--- config.mk ---
export PLATFORM = sky130hd
export DESIGN_NAME = univshift_ctrl_flat
export DESIGN_NICKNAME = d
export VERILOG_FILES = /design/src/rtl/univshift_pkg.sv /design/src/rtl/univshift_ctrl_if.sv /design/src/rtl/univshift_ctrl_step_cnt.sv /design/src/rtl/univshift_ctrl.sv /design/src/flat_wrapper.sv
export SDC_FILE = /design/constraint.sdc
export NUM_CORES = 1
export LEC_CHECK = 0
export ABC_CLOCK_PERIOD_IN_PS = 4200
export CAP_MARGIN = 0
export CORE_ASPECT_RATIO = 0.7
export CORE_UTILIZATION = 47
export CTS_CLUSTER_SIZE = 8
export DETAILED_ROUTE_END_ITERATION = 10
export PLACE_DENSITY = 0.93
export SLEW_MARGIN = 20
export SYNTH_ARGS = -nofsm -noshare
export SYNTH_HDL_FRONTEND = slang
export SYNTH_SLANG_ARGS = --single-unit
--- constraint.sdc ---
create_clock -name clk -period 4.2 [get_ports clk]
set_input_delay 0.63 -clock clk [delete_from_list [all_inputs] [get_ports clk]]
set_output_delay 0.63 -clock clk [all_outputs]
set_load 0.02 [all_outputs]
--- src/rtl/univshift_pkg.sv ---
// Shared constants and types for the universal shift register command sequencer.
package univshift_pkg;

    localparam int USH_WIDTH = 4;

    // Register mode select encodings
    localparam logic [1:0] MODE_HOLD = 2'b00;
    localparam logic [1:0] MODE_SHR  = 2'b01;
    localparam logic [1:0] MODE_SHL  = 2'b10;
    localparam logic [1:0] MODE_LOAD = 2'b11;

    // Command opcodes; 110 and 111 are reserved and behave as NOP
    localparam logic [2:0] OP_NOP  = 3'b000;
    localparam logic [2:0] OP_LOAD = 3'b001;
    localparam logic [2:0] OP_SHR  = 3'b010;
    localparam logic [2:0] OP_SHL  = 3'b011;
    localparam logic [2:0] OP_ROTR = 3'b100;
    localparam logic [2:0] OP_ROTL = 3'b101;

    typedef enum logic [1:0] {
        ST_IDLE  = 2'd0,
        ST_LOAD  = 2'd1,
        ST_SHIFT = 2'd2,
        ST_DONE  = 2'd3
    } ush_state_e;

    // A step count of zero encodes the full register width
    function automatic logic [2:0] step_count(input logic [1:0] n);
        return (n == 2'd0) ? 3'd4 : {1'b0, n};
    endfunction

    function automatic logic op_is_shift(input logic [2:0] op);
        return (op == OP_SHR) || (op == OP_SHL) || (op == OP_ROTR) || (op == OP_ROTL);
    endfunction

    function automatic logic op_is_right(input logic [2:0] op);
        return (op == OP_SHR) || (op == OP_ROTR);
    endfunction

endpackage

--- src/rtl/univshift_ctrl_if.sv ---
// Command handshake between the bus/command logic and the shift sequencer.
interface univshift_ctrl_if #(
    parameter int WIDTH = 4
);
    logic             cmd_valid;
    logic             cmd_ready;
    logic [2:0]       cmd_op;
    logic [1:0]       cmd_n;
    logic [WIDTH-1:0] cmd_data;
    logic             done;
    logic [WIDTH-1:0] result;

    modport master (
        output cmd_valid, cmd_op, cmd_n, cmd_data,
        input  cmd_ready, done, result
    );

    modport slave (
        input  cmd_valid, cmd_op, cmd_n, cmd_data,
        output cmd_ready, done, result
    );
endinterface

--- src/rtl/univshift_ctrl_step_cnt.sv ---
// Loadable 3-bit step down-counter; stops at zero rather than wrapping.
module univshift_step_cnt (
    input  logic       clk,
    input  logic       clear_b,
    input  logic       load,
    input  logic [2:0] load_val,
    input  logic       dec,
    output logic       zero,
    output logic       last
);
    logic [2:0] cnt_q;

    // Load on command acceptance, otherwise count down while stepping
    always_ff @(posedge clk or negedge clear_b) begin
        if (!clear_b) begin
            cnt_q <= 3'd0;
        end else if (load) begin
            cnt_q <= load_val;
        end else if (dec && (cnt_q != 3'd0)) begin
            cnt_q <= cnt_q - 3'd1;
        end
    end

    assign zero = (cnt_q == 3'd0);
    assign last = (cnt_q == 3'd1);

endmodule

--- src/rtl/univshift_ctrl.sv ---
// Command sequencer driving a 4-bit universal shift register.
//
// state | meaning
// IDLE  | ready for a command, register held
// LOAD  | parallel load of the latched data, one cycle
// SHIFT | shift/rotate one position per cycle until the step count runs out
// DONE  | one-cycle completion pulse, result = register contents
module univshift_ctrl
    import univshift_pkg::*;
#(
    parameter int WIDTH = USH_WIDTH
) (
    input  logic             clk,
    input  logic             clear_b,
    univshift_ctrl_if.slave  cmd,
    input  logic             ser_in,
    output logic             ser_out,
    output logic [1:0]       s,
    output logic [WIDTH-1:0] I,
    output logic             S_l,
    output logic             S_r,
    input  logic [WIDTH-1:0] A
);
    ush_state_e       state_q, state_d;
    logic [2:0]       op_q;
    logic [WIDTH-1:0] data_q;
    logic             accept;
    logic             cnt_zero;
    logic             cnt_last;

    assign accept = (state_q == ST_IDLE) && cmd.cmd_valid;

    // State register
    always_ff @(posedge clk or negedge clear_b) begin
        if (!clear_b) begin
            state_q <= ST_IDLE;
        end else begin
            state_q <= state_d;
        end
    end

    // Capture command fields on acceptance; reserved opcodes collapse to NOP
    always_ff @(posedge clk or negedge clear_b) begin
        if (!clear_b) begin
            op_q   <= OP_NOP;
            data_q <= '0;
        end else if (accept) begin
            op_q   <= (cmd.cmd_op > OP_ROTL) ? OP_NOP : cmd.cmd_op;
            data_q <= cmd.cmd_data;
        end
    end

    univshift_step_cnt u_step_cnt (
        .clk      (clk),
        .clear_b  (clear_b),
        .load     (accept),
        .load_val (step_count(cmd.cmd_n)),
        .dec      (state_q == ST_SHIFT),
        .zero     (cnt_zero),
        .last     (cnt_last)
    );

    // Next-state decode
    always_comb begin
        state_d = state_q;
        case (state_q)
            ST_IDLE: begin
                if (accept) begin
                    if (cmd.cmd_op == OP_LOAD) begin
                        state_d = ST_LOAD;
                    end else if (op_is_shift(cmd.cmd_op)) begin
                        state_d = ST_SHIFT;
                    end else begin
                        state_d = ST_DONE;
                    end
                end
            end
            ST_LOAD:  state_d = ST_DONE;
            // The step taken this cycle is the final one when the count is 1
            ST_SHIFT: if (cnt_last || cnt_zero) state_d = ST_DONE;
            ST_DONE:  state_d = ST_IDLE;
            default:  state_d = ST_IDLE;
        endcase
    end

    // Output decode; fill bits and ser_out pass through from ser_in / A
    always_comb begin
        cmd.cmd_ready = 1'b0;
        cmd.done      = 1'b0;
        cmd.result    = '0;
        s             = MODE_HOLD;
        I             = '0;
        S_l           = 1'b0;
        S_r           = 1'b0;
        ser_out       = 1'b0;
        case (state_q)
            ST_IDLE: cmd.cmd_ready = 1'b1;
            ST_LOAD: begin
                s = MODE_LOAD;
                I = data_q;
            end
            ST_SHIFT: begin
                if (op_is_right(op_q)) begin
                    s       = MODE_SHR;
                    ser_out = A[0];
                    S_r     = (op_q == OP_ROTR) ? A[0] : ser_in;
                end else begin
                    s       = MODE_SHL;
                    ser_out = A[WIDTH-1];
                    S_l     = (op_q == OP_ROTL) ? A[WIDTH-1] : ser_in;
                end
            end
            ST_DONE: begin
                cmd.done   = 1'b1;
                cmd.result = A;
            end
            default: ;
        endcase
    end

endmodule
--- src/flat_wrapper.sv ---
// flat-port wrapper written by rule: the top's interface ports become plain ports
module univshift_ctrl_flat import univshift_pkg::*;
#(
    parameter int WIDTH = USH_WIDTH
)
  (clk, clear_b, ser_in, ser_out, s, I, S_l, S_r, A, cmd_cmd_valid, cmd_cmd_op, cmd_cmd_n, cmd_cmd_data, cmd_cmd_ready, cmd_done, cmd_result);
  univshift_ctrl_if #(.WIDTH(WIDTH)) cmd_i ();
  input  logic clk;
  input  logic clear_b;
  input  logic ser_in;
  output logic ser_out;
  output logic [1:0] s;
  output logic [WIDTH-1:0] I;
  output logic S_l;
  output logic S_r;
  input  logic [WIDTH-1:0] A;
  input wire logic [$bits(cmd_i.cmd_valid)-1:0] cmd_cmd_valid;
  input wire logic [$bits(cmd_i.cmd_op)-1:0] cmd_cmd_op;
  input wire logic [$bits(cmd_i.cmd_n)-1:0] cmd_cmd_n;
  input wire logic [$bits(cmd_i.cmd_data)-1:0] cmd_cmd_data;
  output wire logic [$bits(cmd_i.cmd_ready)-1:0] cmd_cmd_ready;
  output wire logic [$bits(cmd_i.done)-1:0] cmd_done;
  output wire logic [$bits(cmd_i.result)-1:0] cmd_result;
  assign cmd_i.cmd_valid = cmd_cmd_valid;
  assign cmd_i.cmd_op = cmd_cmd_op;
  assign cmd_i.cmd_n = cmd_cmd_n;
  assign cmd_i.cmd_data = cmd_cmd_data;
  assign cmd_cmd_ready = cmd_i.cmd_ready;
  assign cmd_done = cmd_i.done;
  assign cmd_result = cmd_i.result;
  univshift_ctrl #(.WIDTH(WIDTH)) u_core (.clk(clk), .clear_b(clear_b), .cmd(cmd_i), .ser_in(ser_in), .ser_out(ser_out), .s(s), .I(I), .S_l(S_l), .S_r(S_r), .A(A));
endmodule
---- After elaboration in Yosys (flattened, before gate mapping) ----
Index checks and enable logic that the tools add are counted.
cells by class
  $add $sub $neg .......................... 1
  magnitude comparators ................... 1
  eq/ne operators ......................... 14
  mux-type cells .......................... 23
  reduce and logical (&&, ||, !) cells .... 13
operator list
  kind                                                                     number
  3-bit equality test, second input constant                               4
  3-bit 2-to-1 mux                                                         4
  1-bit 2-to-1 mux                                                         11
  3-bit by 2-bit equality test with 1-bit output, second input constant    3
  2-bit 2-to-1 mux                                                         4
  4-bit 2-to-1 mux                                                         2
  2-bit one-hot mux with 4 select lines                                    1
  3-bit by 1-bit equality test with 1-bit output, second input constant    2
  1-bit logical OR                                                         5
  2-bit equality test, second input constant                               2
  2-bit logical NOT                                                        2
  2-bit by 1-bit inequality test with 1-bit output, second input constant  2
  2-bit one-hot mux with 2 select lines                                    1
  3-bit greater-than comparator, second input constant                     1
  3-bit logical NOT                                                        1
  3-bit nonzero test                                                       1
  3-bit by 1-bit subtractor with 3-bit output, second input constant       1
  2-bit by 1-bit equality test with 1-bit output, second input constant    1
  1-bit logical AND                                                        2
  2-bit AND reduction                                                      1
  2-bit nonzero test                                                       1
storage, ports and cells
  flip-flop bits (word level) ............. 12
  bits of input ports ..................... 17
  output and inout bits ................... 15
  logic and storage cells ................. 56

---- Longest topological paths before layout ----
  word-level depth ........................ 8
  depth in mapped cells ................... 6
  mapped depth without buffers ............ 5

---- Hierarchy ----
From an unflattened synthesis, not the netlist that was laid out.
unflattened totals
  cell total of the unflattened synthesis .. 95
  area, all modules ....................... 845.8 sq um
modules (own cells, without submodules)
  module              instances  cells an instance  area an instance (sq um)  seq. area each (sq um)
  univshift_ctrl      1          70                 620.6                     225.2
  univshift_step_cnt  1          25                 225.2                     75.1

---- Worst setup path after synthesis ----
Ideal clock, no wire load.
  path kind ............................... register -> output
  start point ............................. reg u_core.state_q[0]
  end point ............................... out S_l
  data arrival time ....................... 1.425 ns
  data required time ...................... 3.570 ns
  path slack .............................. 2.145 ns
  stages on the path, launching flop included .. 6
  path buffers ............................ 1
  cell sequence ........................... dfrtp_1 inv_1 ha_1 buf_2 inv_1 a311oi_1
between the ends
  word-level cells in the longest chain between the ends .. 2
RTL lines
  item                    line                  RTL
  from (decl)             univshift_ctrl.sv:24  ush_state_e state_q, state_d;
  from (signal assigned)  univshift_ctrl.sv:38  state_q <= state_d;
  2-bit equality test     univshift_ctrl.sv:96  case (state_q)
  1-bit 2-to-1 mux        univshift_ctrl.sv:96
  to (decl)               flat_wrapper.sv:14    output logic S_l;
Every way passes these cells.

---- Worst setup path after layout ----
  start point ............................. reg u_core.state_q[0]
  end point ............................... out s[0]
between the ends
  word-level cells in the longest chain between the ends .. 2
  elaborated cells on any way between the ends .. 3
  classes of those cells .................. eq/ne (2); mux (1)
RTL lines
  item                                                                                          line                  RTL
  2-bit equality test / 2-bit by 1-bit equality test with 1-bit output (equally long branches)  univshift_ctrl.sv:96
  2-bit one-hot mux with 2 select lines *                                                       univshift_ctrl.sv:96
  to (decl)                                                                                     flat_wrapper.sv:12    output logic [1:0] s;
Every way passes the cells marked *; elsewhere a longest branch is shown, timed or not.

==> out/qor.txt <==
Run status: finished, final reports clean
Final WL: 2.26 mm
Hold Path Class: reg2reg
Synthesized cell area: 901 sq um
Syn avg cell area: 9.79 sq um
Critical path required time: 3.57 ns
Via density: 5.30
Commonest non-fill, non-tap cell in the layout: clkdlybuf4s50_1
Area delta synth->final: 39.6%
Initial Util: 53.6%
Worst Skew: 0.00209 ns
VDD IR max: 0.476 mV
Worst EP arrival: 2.28 ns
Min-Delay Endpoint: u_core.data_q[3]$_DFFE_PN0P_
Post-CTS sizing: 0
Reg-to-reg endpoint: u_core.data_q[0]$_DFFE_PN0P_
CTS tree: yes
First-pass GRT wire length: 3.62 mm
DP HPWL: 1.83 mm
Register area share after synthesis: 33.3%
Worst r2r src: u_core.state_q[0]$_DFFE_PN0P_
WHS: 0.521 ns
Row count: 12
Fin. Hold Viols: 0
I/O Buffers: 31
Yosys cell types: 29
I/O pin count: 32
Slew Limit Fails: 0
Final nets: 154
GP Congestion: 0.791
CP Launch Type: flip-flop
Clock input transition at the sequential cells of the worst setup and hold paths: 0.08 ns
Number of max-capacitance violations reported: 0
Skew-Pair Late Insertion Delay: 0.28 ns
Pin count of the biggest net entering global routing: 13
Remaining global-route overflow: 0
Setup TNS: 0 ns
Clk pwr share: 10.3%
DR pass1 iterations: 4
Hold path start: u_core.data_q[3]$_DFFE_PN0P_
Worst-path fanout max: 10
Via count: 774
CTS Buf Count: 3
#FFs+latches synth: 12
Worst hold path depth: 1
Synth warnings: 0
F_max: 344 MHz
GRT Util Overall: 25.8%
Synth Net Count: 120
CTS max path bufs: 2
Highest Signal Layer: met4
Final setup viols: 0
Cells after Synth: 92
H-tree levels: 1
Fraction of layout instances using a drive strength above 1: 10.4%
Die ar.: 0.00210 sq mm
Number of global-route vias before repair: 768
Power per Cell Area: 730 mW/mm^2
Sw Share: 43.7%
P_sw: 401 uW
Initial antenna violation count: 0
DRT antenna net count: 0
Core Region: 0.00168 sq mm
DIE HEIGHT: 38.6 um
Wire per inst: 15.5 um
Die width: 54.3 um
CTS Sinks: 12
Hold Buf Count CTS: 0
Routed met3 length: 62 um
Detail Route met2 WL: 1.16 mm
R2R setup slack: 2.62 ns
Pleak: 0.000590 uW
Final period util: 69.2%
DR iter-0 viols: 14
Part of the power in combinational logic: 65.0%
RSZ-0062 raised after global routing: false
Worst-Margin Slew: 0.583 ns
R2R depth: 4
Wl on met1: 1.00 mm
Slew headroom: 61.0%
Period minus WS final: 2.91 ns
CP Capture Type: output port
Most frequent cells in the layout: 31 x clkdlybuf4s50_1, 12 x dfrtp_1, 11 x ha_1
Root buf cell: clkbuf_4
Ant diodes: 0
Post-CTS setup buffer count: 0
CP Class: reg2out
Cell-internal power: 517 uW
Reg power frac: 24.7%
Drc violations: 0
-- power by group through the flow --
stage	combinational, uW	sequential [uW]	clock, uW
2_1_floorplan	395	211	0
3_3_place_gp	558	220	0
3_5_place_dp	592	227	0
4_1_cts	595	225	95.5
5_1_grt	647	235	102
6_report	596	227	94.4
-- through the flow --
step / std cells / instance area, sq um / power, uW / setup slack, ns / util (%)
after CTS: 146 / 1260 / 916 / 1.30 / 74.8
final: 146 / 1260 / 918 / 1.29 / 74.8
after global routing: 146 / 1260 / 984 / 1.17 / 74.8
after detailed placement: 142 / 1220 / 820 / 1.42 / 72.6
after global placement: 142 / 1220 / 779 / 1.47 / 72.6
after floorplan: 92 / 901 / 606 / 2.14 / -
-- how the worst max path moves through the flow --
stage	slack [ns]	from	cells past startpoint	to
final	1.29	u_core.state_q[0]$_DFFE_PN0P_	6	s[0]
after detailed placement	1.42	A[3]	4	S_l
after CTS	1.30	u_core.state_q[0]$_DFFE_PN0P_	6	s[0]
after global routing	1.17	u_core.state_q[0]$_DFFE_PN0P_	6	s[0]
after global placement	1.47	A[3]	4	S_l
after floorplan	2.14	u_core.state_q[0]$_DFFE_PN0P_	5	S_l
-- cell type report --
type,instances,area (sq um)
multi-input combinational,70,554
timing repair buffer,31,310
tap,21,26.3
clock buffer,4,36.3
inverter,8,30.0
sequential,12,300
fill,125,424
-- critical path, cell delays in order, from the launching register on --
cell and delay [ns]:
dfrtp_1 0.41, inv_1 0.14, ha_1 0.38, inv_1 0.13
nor3_1 0.19, o21a_1 0.13, clkdlybuf4s50_1 0.61
-- cells in the mapped netlist --
library cell / n / area (sq um)
dfrtp_1: 12 / 300
ha_1: 11 / 138
and2_1: 8 / 50.1
inv_1: 8 / 30.0
nand2_1: 8 / 30.0
mux2i_1: 5 / 50.1
a21oi_1: 4 / 20.0
mux2_4: 4 / 60.1
nor2_1: 4 / 15.0
nand3_1: 3 / 15.0
mux2_2: 2 / 22.5
nand2b_1: 2 / 12.5
nand3b_1: 2 / 15.0
nor3_1: 2 / 10.0
o21a_1: 2 / 15.0
o21ai_0: 2 / 10.0
a221o_2: 1 / 11.3
a311oi_1: 1 / 8.76
and3_1: 1 / 6.26
buf_2: 1 / 5.00
buf_6: 1 / 11.3
nand2_2: 1 / 6.26
nand2b_4: 1 / 13.8
nand4_1: 1 / 6.26
nor2b_1: 1 / 6.26
o21bai_1: 1 / 7.51
o31ai_1: 1 / 7.51
o32ai_1: 1 / 8.76
xnor2_1: 1 / 8.76
-- cell families (layout without fill, tap and decap cells) --
| family | count (synthesis) | after routing | share of synthesized area (%) |
|---|---|---|---|
| DFF | 12 | 12 | 33.3 |
| adders and majority gates | 11 | 11 | 15.3 |
| muxes | 11 | 11 | 14.7 |
| AOI/OAI and AO/OA | 13 | 13 | 9.86 |
| xor gates and xnor gates | 1 | 1 | 0.972 |
| and+or+nand+nor | 34 | 34 | 20.7 |
| buffers and inverters | 10 | 43 | 5.14 |
-- sequential cells by signal, summed over array words and instances, names as in the netlist --
signal	flops
u_core.data_q	4
u_core.op_q	3
u_core.u_step_cnt.cnt_q	3
u_core.state_q	2
-- layer usage --
| metal | track usage [%] | up-vias |
|---|---|---|
| met5 | 0 | - |
| met4 | 9.62 | 0 |
| met3 | 7.06 | 4 |
| met2 | 47.0 | 20 |
| met1 | 28.6 | 368 |
| li1 | - | 382 |
Note: power is estimated with default switching activity, not from simulation.
